### src/rtl/ex_operand_stage.sv
// ex_operand_stage: operand capture/forwarding stage with 2-entry skid buffer feeding the ALU.
// Define FWD_EN to resolve rs/rt against the EX/MEM and MEM/WB forwarding paths.
module ex_operand_stage #(
  parameter int DATA_W = 32,
  parameter int IDX_W  = 5,
  parameter int OP_W   = 4
) (
  input  logic              CLK,
  input  logic              nRST,
  input  logic              flush,
  input  logic              in_valid,
  output logic              in_ready,
  input  logic [OP_W-1:0]   in_aluop,
  input  logic [IDX_W-1:0]  in_rs_idx,
  input  logic [IDX_W-1:0]  in_rt_idx,
  input  logic [DATA_W-1:0] in_rs_val,
  input  logic [DATA_W-1:0] in_rt_val,
  input  logic [15:0]       in_imm16,
  input  logic [4:0]        in_shamt,
  input  logic [1:0]        in_bsel,
  input  logic              fwd_exmem_wen,
  input  logic [IDX_W-1:0]  fwd_exmem_idx,
  input  logic [DATA_W-1:0] fwd_exmem_data,
  input  logic              fwd_memwb_wen,
  input  logic [IDX_W-1:0]  fwd_memwb_idx,
  input  logic [DATA_W-1:0] fwd_memwb_data,
  output logic              out_valid,
  input  logic              out_ready,
  output logic [OP_W-1:0]   out_aluop,
  output logic [DATA_W-1:0] out_portA,
  output logic [DATA_W-1:0] out_portB
);
  typedef struct packed {
    logic [OP_W-1:0]   op;
    logic [DATA_W-1:0] a;
    logic [DATA_W-1:0] b;
  } ent_t;
  logic              or_vld_q, or_vld_d, sr_vld_q, sr_vld_d;
  ent_t              or_q, or_d, sr_q, sr_d, new_e;
  logic [DATA_W-1:0] rs_fwd, rt_fwd;
  logic              accept;
`ifdef FWD_EN
  // Register 0 is hardwired, so it never takes a forwarded value.
  assign rs_fwd = in_rs_idx == '0 ? in_rs_val :
                  (fwd_exmem_wen && fwd_exmem_idx == in_rs_idx) ? fwd_exmem_data :
                  (fwd_memwb_wen && fwd_memwb_idx == in_rs_idx) ? fwd_memwb_data : in_rs_val;
  assign rt_fwd = in_rt_idx == '0 ? in_rt_val :
                  (fwd_exmem_wen && fwd_exmem_idx == in_rt_idx) ? fwd_exmem_data :
                  (fwd_memwb_wen && fwd_memwb_idx == in_rt_idx) ? fwd_memwb_data : in_rt_val;
`else
  logic unused_fwd;
  assign unused_fwd = ^{in_rs_idx, in_rt_idx, fwd_exmem_wen, fwd_exmem_idx, fwd_exmem_data,
                        fwd_memwb_wen, fwd_memwb_idx, fwd_memwb_data};
  assign rs_fwd = in_rs_val;
  assign rt_fwd = in_rt_val;
`endif
  // Shifts move rt into portA so the ALU can shift portA by portB.
  always_comb begin
    new_e.op = in_aluop;
    new_e.a  = in_bsel == 2'b11 ? rt_fwd : rs_fwd;
    new_e.b  = in_bsel == 2'b00 ? rt_fwd :
               in_bsel == 2'b01 ? {{(DATA_W-16){in_imm16[15]}}, in_imm16} :
               in_bsel == 2'b10 ? {{(DATA_W-16){1'b0}}, in_imm16} :
                                  {{(DATA_W-5){1'b0}}, in_shamt};
  end
  assign in_ready = !sr_vld_q;
  assign accept   = in_valid && in_ready;
  always_comb begin
    or_vld_d = or_vld_q;
    sr_vld_d = sr_vld_q;
    or_d     = or_q;
    sr_d     = sr_q;
    if (flush) begin
      or_vld_d = 1'b0;
      sr_vld_d = 1'b0;
    end else if (!or_vld_q || out_ready) begin
      or_vld_d = sr_vld_q || accept;
      or_d     = sr_vld_q ? sr_q : accept ? new_e : or_q;
      sr_vld_d = 1'b0;
    end else if (accept) begin
      sr_vld_d = 1'b1;
      sr_d     = new_e;
    end
  end
  always_ff @(posedge CLK or negedge nRST) begin
    if (!nRST) begin
      or_vld_q <= 1'b0;
      sr_vld_q <= 1'b0;
      or_q     <= '0;
      sr_q     <= '0;
    end else begin
      or_vld_q <= or_vld_d;
      sr_vld_q <= sr_vld_d;
      or_q     <= or_d;
      sr_q     <= sr_d;
    end
  end
  assign out_valid = or_vld_q;
  assign out_aluop = or_q.op;
  assign out_portA = or_q.a;
  assign out_portB = or_q.b;
endmodule
### config.mk
export PLATFORM = sky130hd
export DESIGN_NAME = ex_operand_stage
export DESIGN_NICKNAME = d
export VERILOG_FILES = /design/src/rtl/ex_operand_stage.sv
export SDC_FILE = /design/constraint.sdc
export NUM_CORES = 1
export LEC_CHECK = 0
export ABC_CLOCK_PERIOD_IN_PS = 1900
export CAP_MARGIN = 25
export CORE_UTILIZATION = 35
export DETAILED_ROUTE_END_ITERATION = 10
export RECOVER_POWER = 25
export SLEW_MARGIN = 20
export SYNTH_ARGS = -nofsm -noshare
export SYNTH_HDL_FRONTEND = slang
export SYNTH_SLANG_ARGS = --single-unit
export TNS_END_PERCENT = 5
### constraint.sdc
create_clock -name CLK -period 1.9 [get_ports CLK]
set_input_delay 0.285 -clock CLK [delete_from_list [all_inputs] [get_ports CLK]]
set_output_delay 0.285 -clock CLK [all_outputs]
set_load 0.1 [all_outputs]
# ---- Word level (Yosys, flattened, before mapping)
# Index checks and enable logic that the tools add are counted.
dict set report word_totals {
  inputBits 182
  wordCells 35
  out_inout_bits 70
  register_bits 138
}
dict set report classes {
  eq_ne 3
  n_reduce_logical 11
  n_mux 11
  bitwise 2
}
# operator count
set op_table {}
lappend op_table {{68-bit two-way mux} 2}
lappend op_table {{32-bit two-way mux} 3}
lappend op_table {{16-bit two-way mux} 1}
lappend op_table {{3-bit AND reduction} 2}
lappend op_table {{1-bit two-way mux} 5}
lappend op_table {{2-bit == test (second input constant)} 2}
lappend op_table {{2-bit nonzero test} 2}
lappend op_table {{3-bit nonzero test} 1}
lappend op_table {{2-bit by 1-bit == test with 1-bit output (second input constant)} 1}
lappend op_table {{1-bit zero test} 2}
lappend op_table {{2-bit zero test} 1}
lappend op_table {{1-bit logical OR} 2}
lappend op_table {{1-bit inverter} 2}
lappend op_table {{1-bit logical AND} 1}

# ---- Longest topological paths before layout
# Gate-level depths: netlist (run 1).
dict set report logic_depth {
  ltp_word 6
  mapped_depth 6
  mapped_depth_nobuf 3
}

# ---- Least setup slack after synthesis (run 1)
# Ideal clock, no wire load.
dict set report synth_timing {
  path_type {register -> register}
  from {reg or_vld_q, in the netlist out_valid}
  to {reg sr_q[57] (netlist name)}
  period_less_slack_ns 2.123
  t_required_ns 1.775
  n_path_buf 3
  setup_ns 0.125
  stages_incl_launch_ff 7
  path_slack_ns -0.223
  arrival_time_ns 1.998
  cell_sequence {dfrtp_1 > nor2b_2 > buf_4 > nand3_4 > buf_6 > buf_6 > mux2_4}
}
dict set report synth_between {
  elab_chain_cells 4
}
# item line
set synth_lines {}
lappend synth_lines {{start: declaration} 38} ;# logic or_vld_q, or_vld_d, sr_vld_q, sr_vld_d;
lappend synth_lines {{start signal: assignment} 92} ;# or_vld_q <= or_vld_d;
lappend synth_lines {{1-bit zero test} 76} ;# end else if (!or_vld_q || out_ready) begin
lappend synth_lines {{1-bit logical OR} 76}
lappend synth_lines {{1-bit inverter (no line)} -}
lappend synth_lines {{3-bit AND reduction (no line)} -}
lappend synth_lines {{end signal: assignment} 95} ;# sr_q <= sr_d;
lappend synth_lines {{end: declaration} 39} ;# ent_t or_q, or_d, sr_q, sr_d, new_e;
# Every way passes these cells.
# A chain may end at the register's enable or synchronous reset.

# ---- Worst setup path after layout (run 1)
dict set report layout_timing {
  from {reg sr_vld_q}
  to {out in_ready}
}
dict set report layout_between {
  elab_chain_cells 1
}
# item line
set layout_lines {}
lappend layout_lines {{start: declaration} 38}
lappend layout_lines {{start signal: assignment} 93} ;# sr_vld_q <= sr_vld_d;
lappend layout_lines {{1-bit zero test} 66} ;# assign in_ready = !sr_vld_q;
lappend layout_lines {{end: declaration} 12} ;# output logic in_ready,
# Every way passes these cells.

==> results of run 1 <==
==> kinds of logic (layout without fill, tap and decap cells) <==
logic type             Yosys count  in the layout  share of synthesized area
AOI/OAI and AO/OA              241            241                     0.2263
buffers and inverters           82            248                    0.05321
DFF                            138            138                     0.4768
muxes                           98             98                     0.1500
and+or+nand+nor                130            130                    0.09364
==> cells in the mapped netlist, drive strengths merged <==
cell,n,share of area
mux2i,41,0.057
nor2,36,0.020
a211o,16,0.019
a221o,5,0.0069
o21ba,1,0.0014
nand4,11,0.0095
a31oi,16,0.014
o21bai,1,0.0026
o31ai,32,0.033
nor3,6,0.0041
dfrtp,138,0.48
a21o,32,0.033
a211oi,32,0.033
and3,32,0.028
nand2b,17,0.015
o211ai,11,0.011
clkinv,1,0.00052
buf,34,0.028
nand2,24,0.013
a2bb2oi,11,0.013
nor2b,2,0.0021
nand3,2,0.0031
a21oi,33,0.023
inv,11,0.0057
mux2,57,0.093
clkbuf,36,0.019
o21ai,51,0.035
==> state kept, by name, indices dropped and copies added, names as in the netlist <==
signal and flops:
out_aluop 4, out_portA 32, out_portB 32, out_valid 1, sr_q 68, sr_vld_q 1
==> report_power, final <==
group | total [mW] | switching, mW | leakage [nW] | internal [mW]
clock | 3.69 | 1.29 | 0.313 | 2.40
sequential | 3.92 | 0.352 | 1.71 | 3.57
combinational | 3.88 | 2.72 | 2.56 | 1.16
==> layer usage <==
layer	routed length, um	up-vias
li1	-	2872
met2	11110	218
met5	0	-
met3	1488	44
met4	749	0
met1	9761	3080
==> area by class of cell <==
class	instances	area share
sequential	138	0.3512
multi-input combinational	469	0.3461
timing repair buffer	204	0.1975
clock buffer	21	0.04676
tap	270	0.03431
clock inverter	11	0.01957
inverter	12	0.004574
==> repair_timing <==
item	in CTS	in global routing
buffers inserted	1	0
endpoints found under the setup margin	1	0
hold buffers	1	0
endpoints found under the hold margin	37	0
==> final timing paths <==
| path | start | cells past startpoint | to |
|---|---|---|---|
| worst max register to register | sr_vld_q | 4 | out_portB[4] |
| max in group asynchronous | nRST | 3 | sr_q[54] |
| min in group asynchronous | nRST | 2 | out_portA[13] |
| worst max-delay path | sr_vld_q | 3 | in_ready |
| worst min register to register | sr_q[46] | 1 | sr_q[46] |
| worst min-delay path | in_bsel[1] | 3 | sr_q[13] |
==> critical path, cell delays in order, from the launching register on <==
cell	delay [ps]
dfrtp_4	590
clkinv_1	110
buf_12	230
buf_12	210
==> results_dict.tcl, run 1 <==
set metrics [dict create \
    status "finished, final reports clean" \
    critPathMaxFanout 34 \
    ios 252 \
    multi_input_area_um2 3408 \
    htreeDepth 4 \
    dieArea_um2 21270 \
    grt.overflow.total 0 \
    final_cell_mix "136 x dfrtp_1, 93 x buf_4, 92 x clkdlybuf4s50_1" \
    slew_headroom 0.2223 \
    timing_max_transition_violations_final 0 \
    rsz0062_at_grt "false" \
    mostFrequentLayoutCell "dfrtp_1" \
    ff_latch_area_um2 3458 \
    synthDistinctLibCells 35 \
    grt_antenna_before_repair 0 \
    place_congestion 0.8618 \
    fin_crit_ps 1857 \
    grt_max_degree 65 \
    place_ws_ps -38.71 \
    port_buffers 165 \
    postPlaceCellArea_um2 9183 \
    gr-usage-met1 0.2856 \
    hold_viol 0 \
    via_per_inst 5.524 \
    num_rows 52 \
    clock_path_buffers 2 \
    syn_area_per_cell_um2 10.51 \
    hp-class "in -> reg" \
    leakage_nw 4.578 \
    routed_wl_um 23110 \
    yosys_warnings 0 \
    cts_tree "done" \
    drt-initial-drc-count 370 \
    clk_latency_ps 430 \
    worstPathRequired_ps 1620 \
    crit_arrival_ps 1570 \
    rrSetupSlack_ps 310 \
    dp_hpwl_um 15680 \
    fmax_ghz 0.5386 \
    die_width_um 145.8 \
    drive_gt1_frac 0.2409 \
    syn_inst 689 \
    setup_tns_ps 0 \
    clock_sinks 138 \
    setup.worst_path.end_class "output pin" \
    finalSetupViolations 0 \
    postRouteAntennaNets 0 \
    setup_ws_ps 43.31 \
    areaGrowthSynthToFinish_pct 35.97 \
    coreArea_um2 20230 \
    synth_area_um2 7242 \
    synth_seq_cells 138 \
    ys_seq_area_frac 0.4768 \
    power.density_nw_per_um2 1167 \
    die_h_um 145.8 \
    antenna_cells 0 \
    grt_pass1_vias 6343 \
    p_total_mw 11.49 \
    fin_skew_ps 7.122 \
    cts.clk_slew.worst_paths_ps 60 \
    nFillCells 1844 \
    hold_ws_ps 422.3 \
    dp.cells 1091 \
    stdcell_count 1125 \
    period_share 0.9772 \
    cts_resized 0 \
    drv_cap 0 \
    gr-usage-met2 0.3589 \
    start_util 0.3579 \
    drc 0 \
    worst_slew_pin_slew_ps 1167 \
    gr-usage-met3 0.05329 \
    irDropWorstVdd_mv 0.6242 \
    drtPass1Iterations 5 \
    nNetsFinal 1024 \
    vias 6214 \
    startpoint_type "flip-flop" \
    busiest_layer "met2" \
    path_class "reg -> out" \
    cts-root-buf "clkbuf_16" \
    track_usage 0.2231 \
    synth_nets 871 \
    final_area_um2 9847 \
    grt_pass1_wl_um 36350 \
    wl_per_cell_um 20.55 \
    numCtsBuffers 17 \
    final_util 0.4866 \
]
(Power assumes the default switching activity.)
==> inputs of run 2 (changes only) <==
--- a/config.mk
+++ b/config.mk
@@ -5,8 +5,9 @@
 export SDC_FILE = /design/constraint.sdc
 export NUM_CORES = 1
 export LEC_CHECK = 0
-export ABC_CLOCK_PERIOD_IN_PS = 1900
+export ABC_CLOCK_PERIOD_IN_PS = 2410
 export CAP_MARGIN = 25
+export CORE_ASPECT_RATIO = 1.75
 export CORE_UTILIZATION = 35
 export DETAILED_ROUTE_END_ITERATION = 10
 export RECOVER_POWER = 25
==> constraint.sdc (replaced) <==
create_clock -name CLK -period 2.41 [get_ports CLK]
set_input_delay 0.3615 -clock CLK [delete_from_list [all_inputs] [get_ports CLK]]
set_output_delay 0.3615 -clock CLK [all_outputs]
set_load 0.1 [all_outputs]
==> run 2 against run 1 <==
  * The run now ends with capacitance limit left
  * Non-clock buffer count fell by 7
  * Sequential power down 21%
  * Clock-buffer cell count did not move
  * Critical endpoint unchanged
  * Highest routed layer unchanged
==> results_dict.tcl, run 2 (synthesis results as in run 1) <==
set metrics [dict create \
    violations "capacitance limit" \
    final_cell_mix "137 x dfrtp_1, 92 x clkdlybuf4s50_1, 91 x buf_4" \
    track_usage 0.2135 \
    hold_end "out_aluop[1]" \
    place_congestion 0.7695 \
    coreArea_um2 20290 \
    postRouteAntennaNets 0 \
    power.density_nw_per_um2 917.5 \
    clock_path_buffers 2 \
    period_share 0.9379 \
    clock_sinks 138 \
    fmax_ghz 0.4424 \
    p_total_mw 8.860 \
    cts-root-buf "clkbuf_16" \
    drive_gt1_frac 0.2349 \
    port_buffers 165 \
    vias 6144 \
    min_delay_path_depth 2 \
    die_h_um 192.3 \
    hold_buffers 1 \
    slew_headroom 0.008141 \
    die_width_um 110.7 \
    drc 0 \
    drv_cap 1 \
    cts_resized 0 \
    worst_slew_pin_slew_ps 1488 \
    r2r_cells 3 \
    drtPass1Iterations 4 \
    leakage_nw 4.491 \
    min_from "out_aluop[1]" \
    fin_crit_ps 2260 \
    largest-register "sr_q" \
    hp-class "reg -> reg" \
    grt_pass1_wl_um 35130 \
    timing.rr.start "sr_vld_q" \
    start_util 0.3570 \
    htreeDepth 4 \
    grt_max_degree 82 \
    cts.clk_slew.worst_paths_ps 60 \
    r2r_end "out_portB[12]" \
    grt.overflow.total 0 \
    timing_max_transition_violations_final 0 \
    dp_hpwl_um 14740 \
    mostFrequentLayoutCell "dfrtp_1" \
    wl_per_cell_um 20.35 \
    ios 252 \
    nNetsFinal 1017 \
    worstPathRequired_ps 2050 \
    status "complete, but fails checks" \
    irDropWorstVdd_mv 0.5112 \
    finalSetupViolations 0 \
    largest_reg_flops 68 \
    areaGrowthSynthToFinish_pct 33.34 \
    startpoint_type "flip-flop" \
    path_class "reg -> out" \
    grt_antenna_before_repair 1 \
    setup.worst_path.end_class "output pin" \
    cts_tree "done" \
    dieArea_um2 21290 \
    drt-initial-drc-count 273 \
    numCtsBuffers 17 \
    post_cts_buffers 0 \
    via_per_inst 5.601 \
    fin_skew_ps 7.192 \
    clk_latency_ps 430 \
    crit_arrival_ps 1900 \
    hold_viol 0 \
    rsz0062_at_grt "false" \
    grt_pass1_vias 6198 \
    num_rows 69 \
    setup_tns_ps 0 \
    critPathMaxFanout 13 \
    rrSetupSlack_ps 350 \
    routed_wl_um 22330 \
]
[run 2: cell count changes in the layout (fill, tap and decap cells not counted), sizes merged]
cell,before,now
diode,0,2
clkbuf,22,23
buf,110,102
bufinv,5,3
clkinvlp,2,4
clkinv,5,4
[run 2: critical path: stages (launching register included)]
cell      delay, ps
dfrtp_4         510
clkinv_1        560
buf_12          400
[run 2: report_power, final]
| group | total (mW) | leakage, nW | switching, mW | internal (mW) |
|---|---|---|---|---|
| Sequential | 3.09 | 1.71 | 0.281 | 2.81 |
| Combinational | 3.03 | 2.50 | 2.13 | 0.896 |
| Clock | 2.74 | 0.287 | 1.03 | 1.71 |
| Total | 8.86 | 4.49 | 3.45 | 5.41 |
[run 2: how the worst max path moves through the flow]
| stage | start | to | slack [ps] | cells past startpoint |
|---|---|---|---|---|
| 2_1_floorplan | out_valid | sr_q[57] | 290 | 6 |
| 4_1_cts | sr_vld_q | in_ready | 110 | 2 |
| 3_3_place_gp | in_valid | out_portB[14] | 110 | 5 |
| 5_1_grt | sr_vld_q | in_ready | 90 | 2 |
| 6_report | sr_vld_q | in_ready | 150 | 2 |
| 3_5_place_dp | in_valid | out_portB[14] | 140 | 5 |
[run 2: per-layer routing]
metal / part of all wire / vias to the layer above / track usage
li1: - / 2852 / -
met1: 0.43 / 3061 / 0.2664
met2: 0.50 / 192 / 0.3610
met3: 0.034 / 39 / 0.03361
met4: 0.034 / 0 / 0.1021
met5: 0 / - / 0
[run 2: final cells by class]
| type | instances | area [um^2] |
|---|---|---|
| clock inverter | 10 | 142.6 |
| sequential | 138 | 3457 |
| timing repair buffer | 197 | 1813 |
| tap | 248 | 310.3 |
| inverter | 12 | 45.04 |
| fill | 1894 | 10630 |
| antenna | 2 | 5.005 |
| multi-input combinational | 469 | 3413 |
| clock buffer | 21 | 470.5 |
[run 2: per-stage QoR]
stage / setup slack, ps / cell area [um^2] / hold WS [ps] / util / std cells
2_1_floorplan: 287.2 / 7242 / 65.91 / - / 689
3_3_place_gp: 113.0 / 9039 / 372.2 / 0.4455 / 1063
3_5_place_dp: 144.3 / 9039 / 373.9 / 0.4455 / 1063
4_1_cts: 110.3 / 9662 / 500.4 / 0.4762 / 1095
5_1_grt: 93.75 / 9654 / 508.4 / 0.4759 / 1096
6_report: 149.7 / 9657 / 503.4 / 0.4760 / 1097
